==> config.mk <==
export PLATFORM = sky130hd
export DESIGN_NAME = multicycle_controller_flat
export DESIGN_NICKNAME = d
export VERILOG_FILES = /design/src/rtl/multicycle_controller_pkg.sv /design/src/rtl/multicycle_controller_if.sv /design/src/rtl/multicycle_controller_alu_decode.sv /design/src/rtl/multicycle_controller.sv /design/src/flat_wrapper.sv
export SDC_FILE = /design/constraint.sdc
export NUM_CORES = 1
export LEC_CHECK = 0
export ABC_AREA = 1
export CAP_MARGIN = 20
export CORE_ASPECT_RATIO = 0.9
export CORE_MARGIN = 2
export CORE_UTILIZATION = 45
export DETAILED_ROUTE_END_ITERATION = 6
export DONT_BUFFER_PORTS = 1
export SYNTH_ARGS = -nofsm -noshare
export SYNTH_HDL_FRONTEND = slang
export SYNTH_SLANG_ARGS = --single-unit
==> constraint.sdc <==
create_clock -name clk -period 2 [get_ports clk]
set_input_delay 0.2 -clock clk [delete_from_list [all_inputs] [get_ports clk]]
set_output_delay 0.2 -clock clk [all_outputs]
set_load 0.05 [all_outputs]
==> src/rtl/multicycle_controller_pkg.sv <==
// Shared controller constants: FSM states, MIPS opcode/func codes, ALU codes and
// datapath mux encodings, plus the R-type func -> ALU operation map.
package multicycle_controller_pkg;

  typedef enum logic [3:0] {
    S_IDLE, S_FETCH, S_DECODE, S_EXEC_R, S_EXEC_I, S_WB_ALU, S_MEM_ADDR,
    S_MEM_RD, S_MEM_WR, S_WB_MEM, S_BRANCH, S_JUMP, S_JR, S_TRAP
  } state_t;

  localparam logic [5:0] OP_RTYPE  = 6'h00;
  localparam logic [5:0] OP_REGIMM = 6'h01;
  localparam logic [5:0] OP_J      = 6'h02;
  localparam logic [5:0] OP_JAL    = 6'h03;
  localparam logic [5:0] OP_BEQ    = 6'h04;
  localparam logic [5:0] OP_BNE    = 6'h05;
  localparam logic [5:0] OP_BGTZ   = 6'h07;
  localparam logic [5:0] OP_ADDI   = 6'h08;
  localparam logic [5:0] OP_ADDIU  = 6'h09;
  localparam logic [5:0] OP_SLTI   = 6'h0A;
  localparam logic [5:0] OP_ANDI   = 6'h0C;
  localparam logic [5:0] OP_ORI    = 6'h0D;
  localparam logic [5:0] OP_LUI    = 6'h0F;
  localparam logic [5:0] OP_LW     = 6'h23;
  localparam logic [5:0] OP_SW     = 6'h2B;

  localparam logic [4:0] RT_BGEZ = 5'd1;

  localparam logic [5:0] F_SLL  = 6'h00;
  localparam logic [5:0] F_SRL  = 6'h02;
  localparam logic [5:0] F_SRA  = 6'h03;
  localparam logic [5:0] F_JR   = 6'h08;
  localparam logic [5:0] F_ADD  = 6'h20;
  localparam logic [5:0] F_ADDU = 6'h21;
  localparam logic [5:0] F_SUB  = 6'h22;
  localparam logic [5:0] F_SUBU = 6'h23;
  localparam logic [5:0] F_AND  = 6'h24;
  localparam logic [5:0] F_OR   = 6'h25;
  localparam logic [5:0] F_XOR  = 6'h26;
  localparam logic [5:0] F_NOR  = 6'h27;
  localparam logic [5:0] F_SLT  = 6'h2A;
  localparam logic [5:0] F_SLTU = 6'h2B;

  localparam logic [3:0] ALU_NOP  = 4'd0;
  localparam logic [3:0] ALU_ADD  = 4'd1;
  localparam logic [3:0] ALU_SUB  = 4'd2;
  localparam logic [3:0] ALU_AND  = 4'd3;
  localparam logic [3:0] ALU_OR   = 4'd4;
  localparam logic [3:0] ALU_XOR  = 4'd5;
  localparam logic [3:0] ALU_NOR  = 4'd6;
  localparam logic [3:0] ALU_SLT  = 4'd7;
  localparam logic [3:0] ALU_SLTU = 4'd8;
  localparam logic [3:0] ALU_SLL  = 4'd9;
  localparam logic [3:0] ALU_SRL  = 4'd10;
  localparam logic [3:0] ALU_SRA  = 4'd11;

  localparam logic [1:0] PCSRC_ALU    = 2'd0;
  localparam logic [1:0] PCSRC_ALUOUT = 2'd1;
  localparam logic [1:0] PCSRC_JUMP   = 2'd2;
  localparam logic [1:0] PCSRC_RS     = 2'd3;

  localparam logic [1:0] ALUB_RT     = 2'd0;
  localparam logic [1:0] ALUB_4      = 2'd1;
  localparam logic [1:0] ALUB_IMM    = 2'd2;
  localparam logic [1:0] ALUB_IMM_SH = 2'd3;

  localparam logic [1:0] REGDST_RT = 2'd0;
  localparam logic [1:0] REGDST_RD = 2'd1;
  localparam logic [1:0] REGDST_RA = 2'd2;

  localparam logic [1:0] SH_NONE  = 2'd0;
  localparam logic [1:0] SH_SHAMT = 2'd1;
  localparam logic [1:0] SH_LUI   = 2'd2;

  localparam logic [1:0] BR_BEQ  = 2'd0;
  localparam logic [1:0] BR_BNE  = 2'd1;
  localparam logic [1:0] BR_BGTZ = 2'd2;
  localparam logic [1:0] BR_BGEZ = 2'd3;

  // Same func map as the single-cycle decoder; ALU_NOP marks an unsupported func.
  function automatic logic [3:0] func_aluop(input logic [5:0] f);
    case (f)
      F_ADD, F_ADDU: return ALU_ADD;
      F_SUB, F_SUBU: return ALU_SUB;
      F_AND:         return ALU_AND;
      F_OR:          return ALU_OR;
      F_XOR:         return ALU_XOR;
      F_NOR:         return ALU_NOR;
      F_SLT:         return ALU_SLT;
      F_SLTU:        return ALU_SLTU;
      F_SLL:         return ALU_SLL;
      F_SRL:         return ALU_SRL;
      F_SRA:         return ALU_SRA;
      default:       return ALU_NOP;
    endcase
  endfunction

endpackage

==> src/rtl/multicycle_controller_if.sv <==
// Controller <-> datapath/memory bundle: IR fields and mem_ready in, control strobes out.
interface multicycle_controller_if #(parameter int ALUOP_W = 4);
  logic [5:0]         opcode;
  logic [5:0]         func;
  logic [4:0]         rt;
  logic               mem_ready;
  logic               mem_req;
  logic               mem_we;
  logic               iord;
  logic               ir_write;
  logic               pc_write;
  logic               pc_write_cond;
  logic [1:0]         pc_src;
  logic               alusrca;
  logic [1:0]         alusrcb;
  logic [ALUOP_W-1:0] aluop;
  logic [1:0]         shift;
  logic [1:0]         branch_type;
  logic [1:0]         regdst;
  logic               memtoreg;
  logic               regwrite;
  logic               illegal;
  logic               bus_err;

  modport master (
    input  opcode, func, rt, mem_ready,
    output mem_req, mem_we, iord, ir_write, pc_write, pc_write_cond, pc_src,
           alusrca, alusrcb, aluop, shift, branch_type, regdst, memtoreg,
           regwrite, illegal, bus_err
  );

  modport slave (
    output opcode, func, rt, mem_ready,
    input  mem_req, mem_we, iord, ir_write, pc_write, pc_write_cond, pc_src,
           alusrca, alusrcb, aluop, shift, branch_type, regdst, memtoreg,
           regwrite, illegal, bus_err
  );
endinterface

==> src/rtl/multicycle_controller_alu_decode.sv <==
// ALU operation and shift mode from FSM state plus the opcode/func latched in DECODE.
module multicycle_controller_alu_decode
  import multicycle_controller_pkg::*;
#(
  parameter int ALUOP_W = 4
) (
  input  state_t             i_state,
  input  logic [5:0]         i_op,
  input  logic [5:0]         i_func,
  output logic [ALUOP_W-1:0] o_aluop,
  output logic [1:0]         o_shift
);

  always_comb begin
    o_aluop = ALUOP_W'(ALU_NOP);
    o_shift = SH_NONE;
    case (i_state)
      S_FETCH, S_DECODE, S_MEM_ADDR: o_aluop = ALUOP_W'(ALU_ADD);
      S_BRANCH:                      o_aluop = ALUOP_W'(ALU_SUB);
      S_EXEC_R: begin
        o_aluop = ALUOP_W'(func_aluop(i_func));
        if (i_func == F_SLL || i_func == F_SRL || i_func == F_SRA) o_shift = SH_SHAMT;
      end
      S_EXEC_I: begin
        case (i_op)
          OP_ADDI, OP_ADDIU: o_aluop = ALUOP_W'(ALU_ADD);
          OP_ANDI:           o_aluop = ALUOP_W'(ALU_AND);
          OP_ORI:            o_aluop = ALUOP_W'(ALU_OR);
          OP_SLTI:           o_aluop = ALUOP_W'(ALU_SLT);
          OP_LUI: begin
            o_aluop = ALUOP_W'(ALU_SLL);
            o_shift = SH_LUI;
          end
          default:           o_aluop = ALUOP_W'(ALU_NOP);
        endcase
      end
      default: ;
    endcase
  end

endmodule

==> src/rtl/multicycle_controller.sv <==
// Multicycle MIPS control FSM: fetch/decode/execute/memory/writeback sequencing with
// a shared-memory handshake, optional memory timeout and sticky trap flags.
module multicycle_controller
  import multicycle_controller_pkg::*;
#(
  parameter int ALUOP_W     = 4,
  parameter int MEM_TIMEOUT = 16,
  parameter bit EN_JUMP     = 1'b1
) (
  input logic                    clk,
  input logic                    rst_n,
  multicycle_controller_if.master bus
);

  localparam int CNT_W = (MEM_TIMEOUT > 0) ? $clog2(MEM_TIMEOUT + 1) : 1;

  state_t             r_state, w_next, w_dec;
  logic [5:0]         r_op, r_func;
  logic [4:0]         r_rt;
  logic [CNT_W-1:0]   r_cnt;
  logic               r_illegal, r_bus_err;
  logic               w_wait, w_tmo, w_set_ill, w_set_be;
  logic [ALUOP_W-1:0] w_aluop;
  logic [1:0]         w_shift;

  assign w_wait = (r_state == S_FETCH) || (r_state == S_MEM_RD) || (r_state == S_MEM_WR);
  // mem_ready in the timeout cycle wins, so the timeout is qualified by !mem_ready.
  assign w_tmo  = (MEM_TIMEOUT != 0) && w_wait && !bus.mem_ready &&
                  (r_cnt == CNT_W'(MEM_TIMEOUT));

  always_ff @(posedge clk or negedge rst_n) begin
    if (!rst_n) r_state <= S_IDLE;
    else        r_state <= w_next;
  end

  always_ff @(posedge clk or negedge rst_n) begin
    if (!rst_n) begin
      r_op      <= '0;
      r_func    <= '0;
      r_rt      <= '0;
      r_cnt     <= '0;
      r_illegal <= 1'b0;
      r_bus_err <= 1'b0;
    end else begin
      if (r_state == S_DECODE) begin
        r_op   <= bus.opcode;
        r_func <= bus.func;
        r_rt   <= bus.rt;
      end
      if (w_next != r_state)                                     r_cnt <= '0;
      else if (w_wait && !bus.mem_ready && (MEM_TIMEOUT != 0))   r_cnt <= r_cnt + 1'b1;
      if (w_set_ill) r_illegal <= 1'b1;
      if (w_set_be)  r_bus_err <= 1'b1;
    end
  end

  // Decode uses the live IR fields; the latched copies are only valid from the next state on.
  always_comb begin
    w_dec = S_TRAP;
    case (bus.opcode)
      OP_RTYPE: begin
        if (bus.func == F_JR)                        w_dec = S_JR;
        else if (func_aluop(bus.func) != ALU_NOP)    w_dec = S_EXEC_R;
      end
      OP_ADDI, OP_ADDIU, OP_ANDI, OP_ORI, OP_SLTI, OP_LUI: w_dec = S_EXEC_I;
      OP_LW, OP_SW:                                        w_dec = S_MEM_ADDR;
      OP_BEQ, OP_BNE, OP_BGTZ:                             w_dec = S_BRANCH;
      OP_REGIMM: if (bus.rt == RT_BGEZ)                    w_dec = S_BRANCH;
      OP_J, OP_JAL: if (EN_JUMP)                           w_dec = S_JUMP;
      default: ;
    endcase
  end

  always_comb begin
    w_next    = r_state;
    w_set_ill = 1'b0;
    w_set_be  = 1'b0;
    case (r_state)
      S_IDLE:   w_next = S_FETCH;
      S_FETCH, S_MEM_RD, S_MEM_WR: begin
        if (bus.mem_ready) begin
          w_next = (r_state == S_FETCH)  ? S_DECODE :
                   (r_state == S_MEM_RD) ? S_WB_MEM : S_FETCH;
        end else if (w_tmo) begin
          w_next   = S_TRAP;
          w_set_be = 1'b1;
        end
      end
      S_DECODE: begin
        w_next    = w_dec;
        w_set_ill = (w_dec == S_TRAP);
      end
      S_EXEC_R, S_EXEC_I: w_next = S_WB_ALU;
      S_MEM_ADDR:         w_next = (r_op == OP_SW) ? S_MEM_WR : S_MEM_RD;
      S_WB_ALU, S_WB_MEM, S_BRANCH, S_JUMP, S_JR: w_next = S_FETCH;
      S_TRAP:             w_next = S_TRAP;
      default:            w_next = S_IDLE;
    endcase
  end

  multicycle_controller_alu_decode #(.ALUOP_W(ALUOP_W)) u_alu_dec (
    .i_state (r_state),
    .i_op    (r_op),
    .i_func  (r_func),
    .o_aluop (w_aluop),
    .o_shift (w_shift)
  );

  always_comb begin
    bus.mem_req       = 1'b0;
    bus.mem_we        = 1'b0;
    bus.iord          = 1'b0;
    bus.ir_write      = 1'b0;
    bus.pc_write      = 1'b0;
    bus.pc_write_cond = 1'b0;
    bus.pc_src        = PCSRC_ALU;
    bus.alusrca       = 1'b0;
    bus.alusrcb       = ALUB_RT;
    bus.aluop         = w_aluop;
    bus.shift         = w_shift;
    bus.branch_type   = BR_BEQ;
    bus.regdst        = REGDST_RT;
    bus.memtoreg      = 1'b0;
    bus.regwrite      = 1'b0;
    bus.illegal       = r_illegal;
    bus.bus_err       = r_bus_err;
    case (r_state)
      S_FETCH: begin
        bus.mem_req  = 1'b1;
        bus.alusrcb  = ALUB_4;
        bus.ir_write = bus.mem_ready;
        bus.pc_write = bus.mem_ready;
      end
      S_DECODE: bus.alusrcb = ALUB_IMM_SH;
      S_EXEC_R: bus.alusrca = 1'b1;
      S_EXEC_I, S_MEM_ADDR: begin
        bus.alusrca = 1'b1;
        bus.alusrcb = ALUB_IMM;
      end
      S_WB_ALU: begin
        bus.regwrite = 1'b1;
        bus.regdst   = (r_op == OP_RTYPE) ? REGDST_RD : REGDST_RT;
      end
      S_MEM_RD, S_MEM_WR: begin
        bus.mem_req = 1'b1;
        bus.iord    = 1'b1;
        bus.mem_we  = (r_state == S_MEM_WR);
      end
      S_WB_MEM: begin
        bus.regwrite = 1'b1;
        bus.memtoreg = 1'b1;
      end
      S_BRANCH: begin
        bus.alusrca       = 1'b1;
        bus.pc_write_cond = 1'b1;
        bus.pc_src        = PCSRC_ALUOUT;
        case (r_op)
          OP_BNE:    bus.branch_type = BR_BNE;
          OP_BGTZ:   bus.branch_type = BR_BGTZ;
          OP_REGIMM: bus.branch_type = (r_rt == RT_BGEZ) ? BR_BGEZ : BR_BEQ;
          default:   bus.branch_type = BR_BEQ;
        endcase
      end
      S_JUMP: begin
        bus.pc_write = 1'b1;
        bus.pc_src   = PCSRC_JUMP;
        if (r_op == OP_JAL) begin
          bus.regwrite = 1'b1;
          bus.regdst   = REGDST_RA;
        end
      end
      S_JR: begin
        bus.pc_write = 1'b1;
        bus.pc_src   = PCSRC_RS;
      end
      default: ;
    endcase
  end

endmodule
==> src/flat_wrapper.sv <==
// flat-port wrapper written by rule: the top's interface ports become plain ports
module multicycle_controller_flat import multicycle_controller_pkg::*;
#(
  parameter int ALUOP_W     = 4,
  parameter int MEM_TIMEOUT = 16,
  parameter bit EN_JUMP     = 1'b1
)
  (clk, rst_n, bus_opcode, bus_func, bus_rt, bus_mem_ready, bus_mem_req, bus_mem_we, bus_iord, bus_ir_write, bus_pc_write, bus_pc_write_cond, bus_pc_src, bus_alusrca, bus_alusrcb, bus_aluop, bus_shift, bus_branch_type, bus_regdst, bus_memtoreg, bus_regwrite, bus_illegal, bus_bus_err);
  multicycle_controller_if #(.ALUOP_W(ALUOP_W)) bus_i ();
  input logic clk;
  input logic rst_n;
  input wire logic [$bits(bus_i.opcode)-1:0] bus_opcode;
  input wire logic [$bits(bus_i.func)-1:0] bus_func;
  input wire logic [$bits(bus_i.rt)-1:0] bus_rt;
  input wire logic [$bits(bus_i.mem_ready)-1:0] bus_mem_ready;
  output wire logic [$bits(bus_i.mem_req)-1:0] bus_mem_req;
  output wire logic [$bits(bus_i.mem_we)-1:0] bus_mem_we;
  output wire logic [$bits(bus_i.iord)-1:0] bus_iord;
  output wire logic [$bits(bus_i.ir_write)-1:0] bus_ir_write;
  output wire logic [$bits(bus_i.pc_write)-1:0] bus_pc_write;
  output wire logic [$bits(bus_i.pc_write_cond)-1:0] bus_pc_write_cond;
  output wire logic [$bits(bus_i.pc_src)-1:0] bus_pc_src;
  output wire logic [$bits(bus_i.alusrca)-1:0] bus_alusrca;
  output wire logic [$bits(bus_i.alusrcb)-1:0] bus_alusrcb;
  output wire logic [$bits(bus_i.aluop)-1:0] bus_aluop;
  output wire logic [$bits(bus_i.shift)-1:0] bus_shift;
  output wire logic [$bits(bus_i.branch_type)-1:0] bus_branch_type;
  output wire logic [$bits(bus_i.regdst)-1:0] bus_regdst;
  output wire logic [$bits(bus_i.memtoreg)-1:0] bus_memtoreg;
  output wire logic [$bits(bus_i.regwrite)-1:0] bus_regwrite;
  output wire logic [$bits(bus_i.illegal)-1:0] bus_illegal;
  output wire logic [$bits(bus_i.bus_err)-1:0] bus_bus_err;
  assign bus_i.opcode = bus_opcode;
  assign bus_i.func = bus_func;
  assign bus_i.rt = bus_rt;
  assign bus_i.mem_ready = bus_mem_ready;
  assign bus_mem_req = bus_i.mem_req;
  assign bus_mem_we = bus_i.mem_we;
  assign bus_iord = bus_i.iord;
  assign bus_ir_write = bus_i.ir_write;
  assign bus_pc_write = bus_i.pc_write;
  assign bus_pc_write_cond = bus_i.pc_write_cond;
  assign bus_pc_src = bus_i.pc_src;
  assign bus_alusrca = bus_i.alusrca;
  assign bus_alusrcb = bus_i.alusrcb;
  assign bus_aluop = bus_i.aluop;
  assign bus_shift = bus_i.shift;
  assign bus_branch_type = bus_i.branch_type;
  assign bus_regdst = bus_i.regdst;
  assign bus_memtoreg = bus_i.memtoreg;
  assign bus_regwrite = bus_i.regwrite;
  assign bus_illegal = bus_i.illegal;
  assign bus_bus_err = bus_i.bus_err;
  multicycle_controller #(.ALUOP_W(ALUOP_W), .MEM_TIMEOUT(MEM_TIMEOUT), .EN_JUMP(EN_JUMP)) u_core (.clk(clk), .rst_n(rst_n), .bus(bus_i));
endmodule
---- Word level (Yosys, flattened, before mapping) ----
Memories as Yosys holds them, arrays and structs flattened.
Index checks and enable logic that the tools add are counted.
storage, ports and cells
  bits in registers ....................... 28
  memory bits (read-only) ................. 512
  output and inout bits ................... 25
  memories kept ........................... 2
memories
  memory           depth  width  rd ports  clocked after Yosys merged registers in  wr ports  line                             text
  (no name shown)  64     4      1         0                                        0         multicycle_controller_pkg.sv:81  case (f)
  (no name shown)  64     4      1         0                                        0         multicycle_controller_pkg.sv:81
operators by class
  add/sub/neg operators ................... 1
  equality and inequality tests ........... 46
  muxes and demuxes ....................... 41
  reduce and logical (&&, ||, !) cells .... 27
operators by type and width
  kind                                                             count
  6-bit by 4-bit == test with 1-bit output, second input constant  13
  4-bit case mux with 6 select lines                               2
  4-bit two-way mux                                                9
  6-bit by 2-bit == test with 1-bit output, second input constant  5
  6-bit by 3-bit == test with 1-bit output, second input constant  5
  4-bit == test, second input constant                             7
  4-bit case mux with 5 select lines                               1
  6-bit == test, second input constant                             3
  6-bit zero test                                                  3
  2-bit case mux with 3 select lines                               3
  4-bit by 3-bit == test with 1-bit output, second input constant  4
  4-bit case mux with 4 select lines                               1
  2-bit OR reduction                                               8
  1-bit two-way mux                                                14
  6-bit by 1-bit == test with 1-bit output, second input constant  2
  6-bit OR reduction                                               2
  5-bit by 1-bit == test with 1-bit output, second input constant  2
  5-bit two-way mux                                                2
  3-bit OR reduction                                               3
  4-bit by 2-bit == test with 1-bit output, second input constant  2
  2-bit two-way mux                                                4
  2-bit case mux with 2 select lines                               2
  5-bit by 1-bit adder with 5-bit output, second input constant    1
  5-bit == test, second input constant                             1
  11 further kinds                                                 16

---- Longest topological paths before layout ----
Gate-level depths: netlist of run 1.
  depth after elaboration ................. 10
  depth in mapped cells ................... 15
  gate-level depth less buffers ........... 15

---- By module ----
Synthesis of run 1 repeated with hierarchy kept, for this count alone.
second synthesis, totals
  cells, all modules ...................... 377
  area total of the unflattened synthesis .. 2454.9 um^2
modules (own cells, without submodules)
  module                            times used  cells each  area each (um^2)  sequential area each (um^2)
  multicycle_controller             1           289         2045.7            700.7
  multicycle_controller_alu_decode  1           88          409.1             0.0

---- Worst setup path before layout of run 1 ----
Ideal clock, no wire load.
  path type ............................... register to output
  start point ............................. register u_core.r_op[4]
  end point ............................... output port bus_regwrite
  arrival time ............................ 2653 ps
  data required time ...................... 1800 ps
  setup slack ............................. -853 ps
  cell stages (with the launch flop) ...... 5
  cells stage by stage .................... dfrtp_1 > nor2_1 > nand2_1 > nor4_1 > or2_2
between the ends
  cells in the longest elaborated chain, start to end .. 3
ends and longest elaborated chain
  what                                      line                          text
  start, declared                           multicycle_controller.sv:18   logic [5:0] r_op, r_func;
  start signal, assigned                    multicycle_controller.sv:46   r_op <= bus.opcode;
  6-bit by 2-bit == test with 1-bit output  multicycle_controller.sv:167  if (r_op == OP_JAL) begin
  1-bit two-way mux                         multicycle_controller.sv:167
  1-bit case mux with 2 select lines        multicycle_controller.sv:127  case (r_state)
  end, declared                             flat_wrapper.sv:30            output wire logic [$bits(bus_i.regwrite)-1:0] bus_regwrite;
No other way between the ends.

---- Worst setup path in the final report of run 1 ----
  start point ............................. register u_core.r_op[5]
  end point ............................... output port bus_aluop[0]
between the ends
  cells in the longest elaborated chain, start to end .. 4
ends and longest elaborated chain
  what                                      line                                    text
  6-bit by 4-bit == test with 1-bit output  multicycle_controller_alu_decode.sv:25  case (i_op)
  2-bit OR reduction                        multicycle_controller_alu_decode.sv:25
  4-bit case mux with 5 select lines (*)    multicycle_controller_alu_decode.sv:25
  4-bit case mux with 4 select lines (*)    multicycle_controller_alu_decode.sv:17  case (i_state)
  end, declared                             flat_wrapper.sv:25                      output wire logic [$bits(bus_i.aluop)-1:0] bus_aluop;
Mark *: on every way between the ends. The rest lies on a longest branch, timed or not.

==> results of run 1 <==
## final timing paths
path                              startpoint           endpoint  slack [ns]
min                                bus_rt[3]     u_core.r_rt[3]        0.04
min reg2reg                   u_core.r_rt[2]     u_core.r_rt[2]        0.50
max in group asynchronous              rst_n     u_core.r_op[1]        1.48
max reg2reg                u_core.r_state[2]    u_core.r_cnt[1]        0.14
min in group asynchronous              rst_n  u_core.r_state[1]        0.34
max                           u_core.r_op[5]       bus_aluop[0]        0.02
## report_power, final
group	leakage, uW	internal [uW]	switching (uW)
clock network	0.0000357	268	181
registers	0.000345	808	288
logic	0.00114	1030	1850
total	0.00152	2110	2320
## cell type report
type	instances	area [sq um]	area share
Sequential cell	28	704	0.235
Clock buffer	3	41.3	0.0138
Tap cell	65	81.3	0.0272
Timing Repair Buffer	40	369	0.123
Clock inverter	1	30.0	0.0100
Multi-Input combinational cell	265	1550	0.519
Inverter	55	211	0.0707
## kinds of logic (layout without fill, tap and decap cells)
logic type,count (synthesis),after routing,synth area share
AOI/OAI and AO/OA,37,37,0.0879
xor gates and xnor gates,4,4,0.0152
adders and majority gates,11,11,0.0597
buffers and inverters,59,99,0.0966
DFF,28,28,0.304
and+or+nand+nor,213,213,0.436
## stage by stage
stage / hold slack (ns) / setup WS [ns] / setup TNS (ns) / instance area, sq um
2_1_floorplan: -0.0956 / -0.209 / -0.627 / 2340
3_3_place_gp: -0.0947 / 0.130 / 0 / 2620
3_5_place_dp: -0.0948 / 0.112 / 0 / 2620
4_1_cts: 0.0291 / -0.0118 / -0.0118 / 2860
5_1_grt: 0.0244 / -0.0784 / -0.334 / 2990
6_report: 0.0369 / 0.0218 / 0 / 2990
## registers in the layout (all words and copies together), names as in the netlist
signal and cells:
u_core.bus.bus_err 1, u_core.bus.illegal 1, u_core.r_cnt 5, u_core.r_func 6
u_core.r_op 6, u_core.r_rt 5, u_core.r_state 4
## worst max-delay path, cell delays in order (launching register included)
cell       delay [ns]
dfrtp_1          0.43
nor2_4           0.19
nand2_2          0.08
nor2_2           0.12
inv_2            0.06
nor2_2           0.11
inv_2            0.06
nand2_1          0.07
o21ai_2          0.05
o211ai_1         0.12
clkbuf_16        0.21
## synthesized netlist by cell type (all sizes together)
master	n	area [sq um]
nand4	6	37.5
nor2	69	319
dfrtp	28	701
nand3b	1	7.51
a21oi	6	30.0
xor2	4	35.0
a31o	1	8.76
ha	11	138
inv	55	206
or2	4	25.0
o221ai	1	8.76
o21ai	26	130
o211ai	2	15.0
buf	1	5.00
clkbuf	3	11.3
nand3	23	138
a32o	1	10.0
nor3	9	50.1
nand2	98	410
nor4	3	18.8
## cell usage in the layout (no fill, tap or decap), drive strengths merged
cell,instances
nand2,98
nor2,69
inv,55
buf,38
dfrtp,28
o21ai,26
nand3,23
ha,11
nor3,9
nand4,6
a21oi,6
or2,4
xor2,4
clkbuf,4
nor4,3
o211ai,2
nand3b,1
o221ai,1
a32o,1
a31o,1
bufinv,1
dlygate4sd3,1
## per-layer routing
| layer | GRT usage | up-vias | routed length (um) |
|---|---|---|---|
| met4 | 0.0460 | 0 | 44 |
| met1 | 0.321 | 995 | 3000 |
| li1 | - | 1190 | - |
| met3 | 0.0261 | 4 | 189 |
| met5 | 0 | - | 0 |
| met2 | 0.332 | 45 | 2580 |
## timing repair
action | CTS | global route
setup endpoints to repair | 5 | 13
pin swaps | 6 | 13
setup buffers | 10 | 5
hold endpoints to repair | 28 | 0
hold buffers | 2 | 0
gates resized for setup | 16 | 36
==> flow_metrics.tcl, run 1 <==
set metrics [dict create \
    ys_seq_elements 28 \
    area_growth_pct 29.8 \
    whs_path_depth 2 \
    status "completed" \
    dp_hpwl_mm 4.57 \
    clk_latency_ns 0.28 \
    critPathKind "flop to primary output" \
    final_layout_size_suffix_gt1_frac 0.311 \
    final_cells 457 \
    fin_worst_skew_ns 0.00313 \
    max_freq_mhz 506 \
    synthCells 352 \
    ios 45 \
    rsz0062_at_grt "true" \
    dr.first_iter.drc_count 100 \
    maxSlewHeadroom 0.676 \
    power.leakage_uw 0.00152 \
    cp_max_fo 4 \
    grt_pass1_wl_mm 9.73 \
    power_uw 4430 \
    cts_inserted_buffers 3 \
    wl_mm 5.82 \
    syn_avg_cell_area_sq_um 6.55 \
    via_count 2234 \
    yosysWarnings 0 \
    fin_crit_sh 0.989 \
    power_density_nw_per_um2 1480 \
    path_clk_slew_ns 0.10 \
    drtPass1Iterations 4 \
    drc 0 \
    hold_viol_final 0 \
    cp-start-kind "flop" \
    root_buffer "clkbuf_8" \
    die_y_um 71.9 \
    vdd_ir_drop_max_mv 0.813 \
    r2r_cells 15 \
    finalMaxSlewViolations 0 \
    htreeDepth 1 \
    cts_tree "yes" \
    syn_area_sq_um 2300 \
    dieArea_sq_um 5710 \
    fp-row-count 24 \
    die_x_um 79.4 \
    crit_required_ns 1.80 \
    antenna_found_initial 0 \
    period_minus_slack_ns 1.98 \
    max_cap_violations 0 \
    hp-class "primary input to flop" \
    overflow 0 \
    max-clock-path-buffers 2 \
    worstMarginPinSlew_ns 0.486 \
    final_util 0.611 \
    yosysUniqueCellTypes 29 \
    ys_seq_area_frac 0.304 \
    dp_cells 436 \
    fp.coreArea_sq_um 4890 \
    start_util 0.471 \
    drtAntennaViolNets 0 \
    vias_per_cell 4.89 \
    fillers 483 \
    cp-end-kind "primary output" \
    clock_sink_count 28 \
    synth_fp_nets 383 \
    track_usage 0.214 \
    grt_max_degree 29 \
    port_buffers 0 \
    crit_arrival_ns 1.78 \
    routedWlPerCell_um 12.7 \
    grt_pass1_vias 2086 \
    setup_viol 0 \
    layout.nets 424 \
    antennaDiodeCount 0 \
    place_congestion 0.885 \
]
Power figures use the tool's default switching activity.
==> run 2, diff against run 1 <==
==> constraint.sdc (replaced) <==
create_clock -name clk -period 1.6 [get_ports clk]
set_input_delay 0.16 -clock clk [delete_from_list [all_inputs] [get_ports clk]]
set_output_delay 0.16 -clock clk [all_outputs]
set_load 0.05 [all_outputs]
==> flow_metrics.tcl, run 2 (synthesized netlist as in run 1, its figures left out) <==
set metrics [dict create \
    fp.coreArea_sq_um 4890 \
    period_minus_slack_ns 2.08 \
    internal_power_uw 3650 \
    final_layout_size_suffix_gt1_frac 0.476 \
    power.leakage_uw 0.00192 \
    timing.rr.end "u_core.r_cnt[0]" \
    port_buffers 0 \
    via_count 2741 \
    grt_pass1_wl_mm 11.9 \
    reg2reg_from "u_core.r_state[2]" \
    max_freq_mhz 481 \
    final_util 0.809 \
    p_seq_frac 0.189 \
    swShare 0.501 \
    whs_path_depth 2 \
    cp-startpoint "u_core.r_op[3]" \
    rsz0062_at_grt "true" \
    fin_crit_sh 1.30 \
    root_buffer "clkbuf_8" \
    grt_max_degree 29 \
    fillers 344 \
    die_x_um 79.4 \
    overflow 0 \
    vdd_ir_drop_max_mv 1.40 \
    cp-end-kind "primary output" \
    finalMaxSlewViolations 0 \
    r2r_cells 14 \
    dr.first_iter.drc_count 157 \
    routedWlPerCell_um 15.6 \
    maxSlewHeadroom 0.676 \
    cp_max_fo 4 \
    place_congestion 0.825 \
    combPwrFrac 0.750 \
    crit_end "bus_aluop[0]" \
    dieArea_sq_um 5710 \
    p_switching_uw 3670 \
    max_cap_violations 0 \
    p_clk_frac 0.061 \
    drc 0 \
    cts_tree "yes" \
    layout.nets 488 \
    die_y_um 71.9 \
    cts_inserted_buffers 3 \
    antenna_found_initial 0 \
    violations "negative setup slack" \
    reg.largest.list "u_core.r_func (6), u_core.r_op (6)" \
    wl_mm 8.13 \
    path_clk_slew_ns 0.09 \
    r2r_slack_ns -0.42 \
    crit_arrival_ns 1.92 \
    clock_sink_count 28 \
    fp-row-count 24 \
    critPathKind "flop to primary output" \
    drtPass1Iterations 4 \
    hold_viol_final 0 \
    crit_required_ns 1.44 \
    worst_slack_ns -0.479 \
    track_usage 0.260 \
    setup_viol 33 \
    fin_worst_skew_ns 0.00847 \
    power_density_nw_per_um2 1850 \
    hp-class "primary input to flop" \
    area_growth_pct 71.8 \
    dp_hpwl_mm 4.88 \
    htreeDepth 1 \
    drtAntennaViolNets 0 \
    antennaDiodeCount 0 \
    vias_per_cell 5.26 \
    worstMarginPinSlew_ns 0.486 \
    ios 45 \
    holdWs_ns 0.00594 \
    status "complete, but fails checks" \
    final_common_cell "nand2_1" \
    max-clock-path-buffers 2 \
    grt_pass1_vias 2701 \
    final_cell_mix "75 x nand2_1, 51 x buf_4, 34 x nor2_1, 33 x inv_1, 30 x buf_6" \
    cp-start-kind "flop" \
    start_util 0.471 \
    clk_latency_ns 0.28 \
]
==> run 2: layer usage <==
layer / part of all wire / vias up / global-route usage
met5: 0 / - / 0
met4: 0.039 / 0 / 0.0843
li1: - / 1316 / -
met1: 0.43 / 1287 / 0.339
met3: 0.047 / 30 / 0.0336
met2: 0.49 / 108 / 0.449
==> run 2: power by group through the flow <==
stage	clock [uW]	sequential [uW]	combinational, uW
finish	446	1380	5490
global route	485	1420	5850
CTS	451	1330	4700
detailed placement	0	1330	3940
global placement	0	1320	3890
floorplan	0	1300	2450
==> run 2: layout make-up <==
| class | count | area (sq um) | area share |
|---|---|---|---|
| multi-input combinational | 265 | 1770 | 0.448 |
| sequential | 28 | 707 | 0.179 |
| timing repair buffer | 104 | 1110 | 0.279 |
| tap | 65 | 81.3 | 0.0205 |
| inverter | 55 | 238 | 0.0601 |
| clock buffer | 4 | 55.1 | 0.0139 |
==> run 2: worst min path at each step <==
stage | end | from | slack [ns]
floorplan | u_core.bus.bus_err | rst_n | -0.14
global placement | u_core.r_rt[2] | rst_n | -0.14
detailed placement | u_core.r_rt[2] | rst_n | -0.14
CTS | u_core.r_rt[0] | bus_rt[0] | 0.002
global route | u_core.r_op[1] | bus_opcode[1] | 0.02
finish | u_core.r_op[0] | bus_opcode[0] | 0.006
==> run 2: repair_timing <==
action	in CTS	in global routing
pin swaps	21	27
buffers inserted	19	8
hold buffers	5	1
setup endpoints to repair	28	47
gates resized for setup	75	61
endpoints found under the hold margin	31	1
==> run 2: stage by stage <==
step / setup TNS (ns) / instance area [sq um] / setup WS [ns] / cells / power (uW)
floorplan: -1.42 / 2450 / -0.238 / 352 / 3750
global placement: -0.922 / 3190 / -0.131 / 488 / 5210
detailed placement: -1.20 / 3190 / -0.174 / 488 / 5270
CTS: -4.89 / 3690 / -0.326 / 514 / 6480
global route: -10.68 / 3960 / -0.559 / 521 / 7760
finish: -7.46 / 3960 / -0.479 / 521 / 7310
==> run 2: worst max-delay path, cell delays in order, from the launching register on <==
cell,delay [ns]
dfrtp_1,0.43
inv_1,0.08
buf_4,0.12
nor2_4,0.04
inv_2,0.10
nor2_4,0.04
inv_2,0.07
nand2_1,0.07
o21ai_0,0.27
o211ai_1,0.21
clkbuf_16,0.22
==> run 3, diff against run 2 <==
--- a/config.mk
+++ b/config.mk
@@ -5,13 +5,14 @@
 export SDC_FILE = /design/constraint.sdc
 export NUM_CORES = 1
 export LEC_CHECK = 0
-export ABC_AREA = 1
+export ABC_AREA = 0
 export CAP_MARGIN = 20
 export CORE_ASPECT_RATIO = 0.9
 export CORE_MARGIN = 2
 export CORE_UTILIZATION = 45
 export DETAILED_ROUTE_END_ITERATION = 6
 export DONT_BUFFER_PORTS = 1
+export SKIP_LAST_GASP = 1
 export SYNTH_ARGS = -nofsm -noshare
 export SYNTH_HDL_FRONTEND = slang
 export SYNTH_SLANG_ARGS = --single-unit
==> flow_metrics.tcl, run 3 <==
set metrics [dict create \
    cp_cell_sequence "buf_4 > or3_4 > o22a_4 > o211ai_1 > buf_4 > o31ai_2 > o22ai_2 > nor3_1" \
    cp_num_cells 8 \
    critPathKind "flop to flop" \
    crit_top_cell "buf_4" \
    fp.coreArea_sq_um 5160 \
    synth_common_cells "28 x dfrtp_1, 23 x nand2_1, 22 x nor2_1" \
    synth-xor-area-share 0.0332 \
    finalMaxSlewViolations 0 \
    synth_top_family_by_area "simple AND/OR/NAND/NOR gates" \
    netlist.area_leader.share 0.295 \
    register_area_sq_um 703 \
    max-clock-path-buffers 2 \
    via_count 2497 \
    crit_required_ns 1.76 \
    cp-start-kind "flop" \
    worst_slack_ns -0.569 \
    fin_crit_sh 1.36 \
    drc 0 \
    die_x_um 80.6 \
    power.leakage_uw 0.00181 \
    worstMarginPinSlew_ns 0.520 \
    dieArea_sq_um 5880 \
    drtAntennaViolNets 0 \
    dr.first_iter.drc_count 120 \
    yosysUniqueCellTypes 58 \
    overflow 0 \
    place_congestion 0.853 \
    yosysMostFrequentCell "dfrtp_1" \
    violations "negative setup slack" \
    syn_area_sq_um 2380 \
    r2r_slack_ns -0.57 \
    grt_pass1_vias 2397 \
    area_growth_pct 75.9 \
    power_density_nw_per_um2 1660 \
    grt_max_degree 29 \
    drtPass1Iterations 4 \
    yosysWarnings 0 \
    placed_cell_area_sq_um 3430 \
    antennaDiodeCount 0 \
    yosys.area_share.simple 0.303 \
    top_layer "met4" \
    max_cap_violations 0 \
    cp-startpoint "u_core.r_state[2]" \
    root_buffer "clkbuf_8" \
    setup_viol 51 \
    wl_mm 7.73 \
    ys.flop_type "dfrtp_1" \
    clk_latency_ns 0.28 \
    r2r_cells 8 \
    timing.rr.end "u_core.r_cnt[1]" \
    ios 45 \
    final_cell_mix "75 x buf_4, 34 x buf_6, 26 x dfrtp_1, 19 x nand2_1, 14 x nor2_1" \
    start_util 0.461 \
    crit_end "u_core.r_cnt[1]" \
    synthCells 274 \
    max_freq_mhz 461 \
    antenna_found_initial 0 \
    multi_input_area_sq_um 2050 \
    met1_length_mm 3.46 \
    grt_pass1_wl_mm 11.5 \
    cp_max_fo 5 \
    hp-class "primary input to flop" \
    clock_sink_count 28 \
    htreeDepth 1 \
    max_stage_delay_ns 0.45 \
    met3WireLength_um 290 \
    layout.nets 418 \
    synthMuxAreaShare 0.0700 \
    cts_inserted_buffers 3 \
    synth_edf_count 0 \
    final_area_sq_um 4180 \
    hold_viol_final 0 \
    die_y_um 73.0 \
    syn_avg_cell_area_sq_um 8.68 \
    fp-row-count 25 \
    status "complete, but fails checks" \
    path_buf_inv 2 \
    ys_seq_area_frac 0.295 \
    vias_per_cell 5.51 \
    crit_arrival_ns 2.33 \
    final_common_cell "buf_4" \
    cts_tree "yes" \
    crit_family "compound AO/OA/AOI/OAI gates" \
    async_flop_share 1.00 \
    reg.largest.list "u_core.r_func (6), u_core.r_op (6)" \
    maxSlewHeadroom 0.654 \
    cp-end-kind "flop" \
    yosysTopAreaCell "dfrtp_1" \
    synth_area_leaders "dfrtp_1 29%, mux2_2 6.2%, ha_1 5.8%" \
    synth_compound_area_frac 0.178 \
    synth_fp_nets 305 \
    fin_worst_skew_ns 0.00162 \
    period_minus_slack_ns 2.17 \
    rsz0062_at_grt "true" \
    ys_seq_elements 28 \
    wl_met2_mm 3.89 \
    final_layout_size_suffix_gt1_frac 0.554 \
    vdd_ir_drop_max_mv 1.06 \
    yosys.area_share.adder 0.0579 \
    fillers 291 \
    crit_path_top_delay_cell "dfrtp_2" \
    track_usage 0.255 \
    dp_hpwl_mm 4.94 \
    final_util 0.810 \
    path_clk_slew_ns 0.09 \
    routedWlPerCell_um 17.1 \
    reg2reg_from "u_core.r_state[2]" \
    port_buffers 0 \
]
-- run 3: changes by cell type after synthesis, moves of 13 or more --
cell     change
inv_1       -37
mux2_2      +13
nand2_1     -64
nand3_1     -16
nor2_1      -29
nor2_2      -15
-- run 3: area by class of cell --
type / instances / share of cell area
Tap cell: 67 / 0.0200
Timing Repair Buffer: 125 / 0.293
Multi-Input combinational cell: 217 / 0.491
Clock buffer: 3 / 0.00987
Sequential cell: 28 / 0.168
Inverter: 12 / 0.0108
Clock inverter: 1 / 0.00718
-- run 3: metrics by stage --
stage / setup WS, ns / hold slack [ns] / std cells / total power [uW] / TNS (ns)
2_1_floorplan: -0.482 / -0.136 / 274 / 3890 / -9.31
5_1_grt: -0.656 / 0.00780 / 453 / 7270 / -21.07
3_3_place_gp: -0.362 / -0.134 / 413 / 5060 / -5.80
6_report: -0.569 / 0.0196 / 453 / 6930 / -18.47
4_1_cts: -0.544 / 0.00394 / 450 / 6400 / -14.49
3_5_place_dp: -0.458 / -0.134 / 413 / 5130 / -6.89
-- run 3: kinds of logic (layout without fill, tap and decap cells) --
family	count (synthesis)	count (layout)
AND/OR/NAND/NOR	124	124
AO/OA/AOI/OAI	58	58
buffers and inverters	29	141
flip-flops	28	28
multiplexers	15	15
adder cells (fa/ha/maj)	11	11
XOR/XNOR	9	9
-- run 3: worst min path at each step --
stage          cells past startpoint       from  slack [ns]            endpoint
2_1_floorplan                      0      rst_n       -0.14  u_core.bus.bus_err
3_3_place_gp                       0      rst_n       -0.13     u_core.r_cnt[1]
3_5_place_dp                       0      rst_n       -0.13     u_core.r_cnt[0]
4_1_cts                            2  bus_rt[4]       0.004      u_core.r_rt[4]
5_1_grt                            2  bus_rt[4]       0.008      u_core.r_rt[4]
6_report                           2  bus_rt[4]        0.02      u_core.r_rt[4]
-- run 3: report_power, final --
group | internal, uW | switching (uW) | total (uW)
Clock | 335 | 223 | 558
Sequential | 971 | 251 | 1220
Combinational | 2550 | 2590 | 5150
-- run 3: metal layers --
metal / up-vias / track usage
met4: 0 / 0.0584
met1: 1217 / 0.363
met2: 57 / 0.423
met3: 8 / 0.0248
li1: 1215 / -
met5: - / 0
-- run 3: timing repair --
| action | CTS | global route |
|---|---|---|
| hold endpoints to repair | 28 | 0 |
| pin swaps | 17 | 15 |
| setup endpoints to repair | 45 | 51 |
| gates cloned | 1 | 0 |
| buffers inserted | 32 | 5 |
| gates resized for setup | 59 | 32 |
| hold buffers | 2 | 0 |
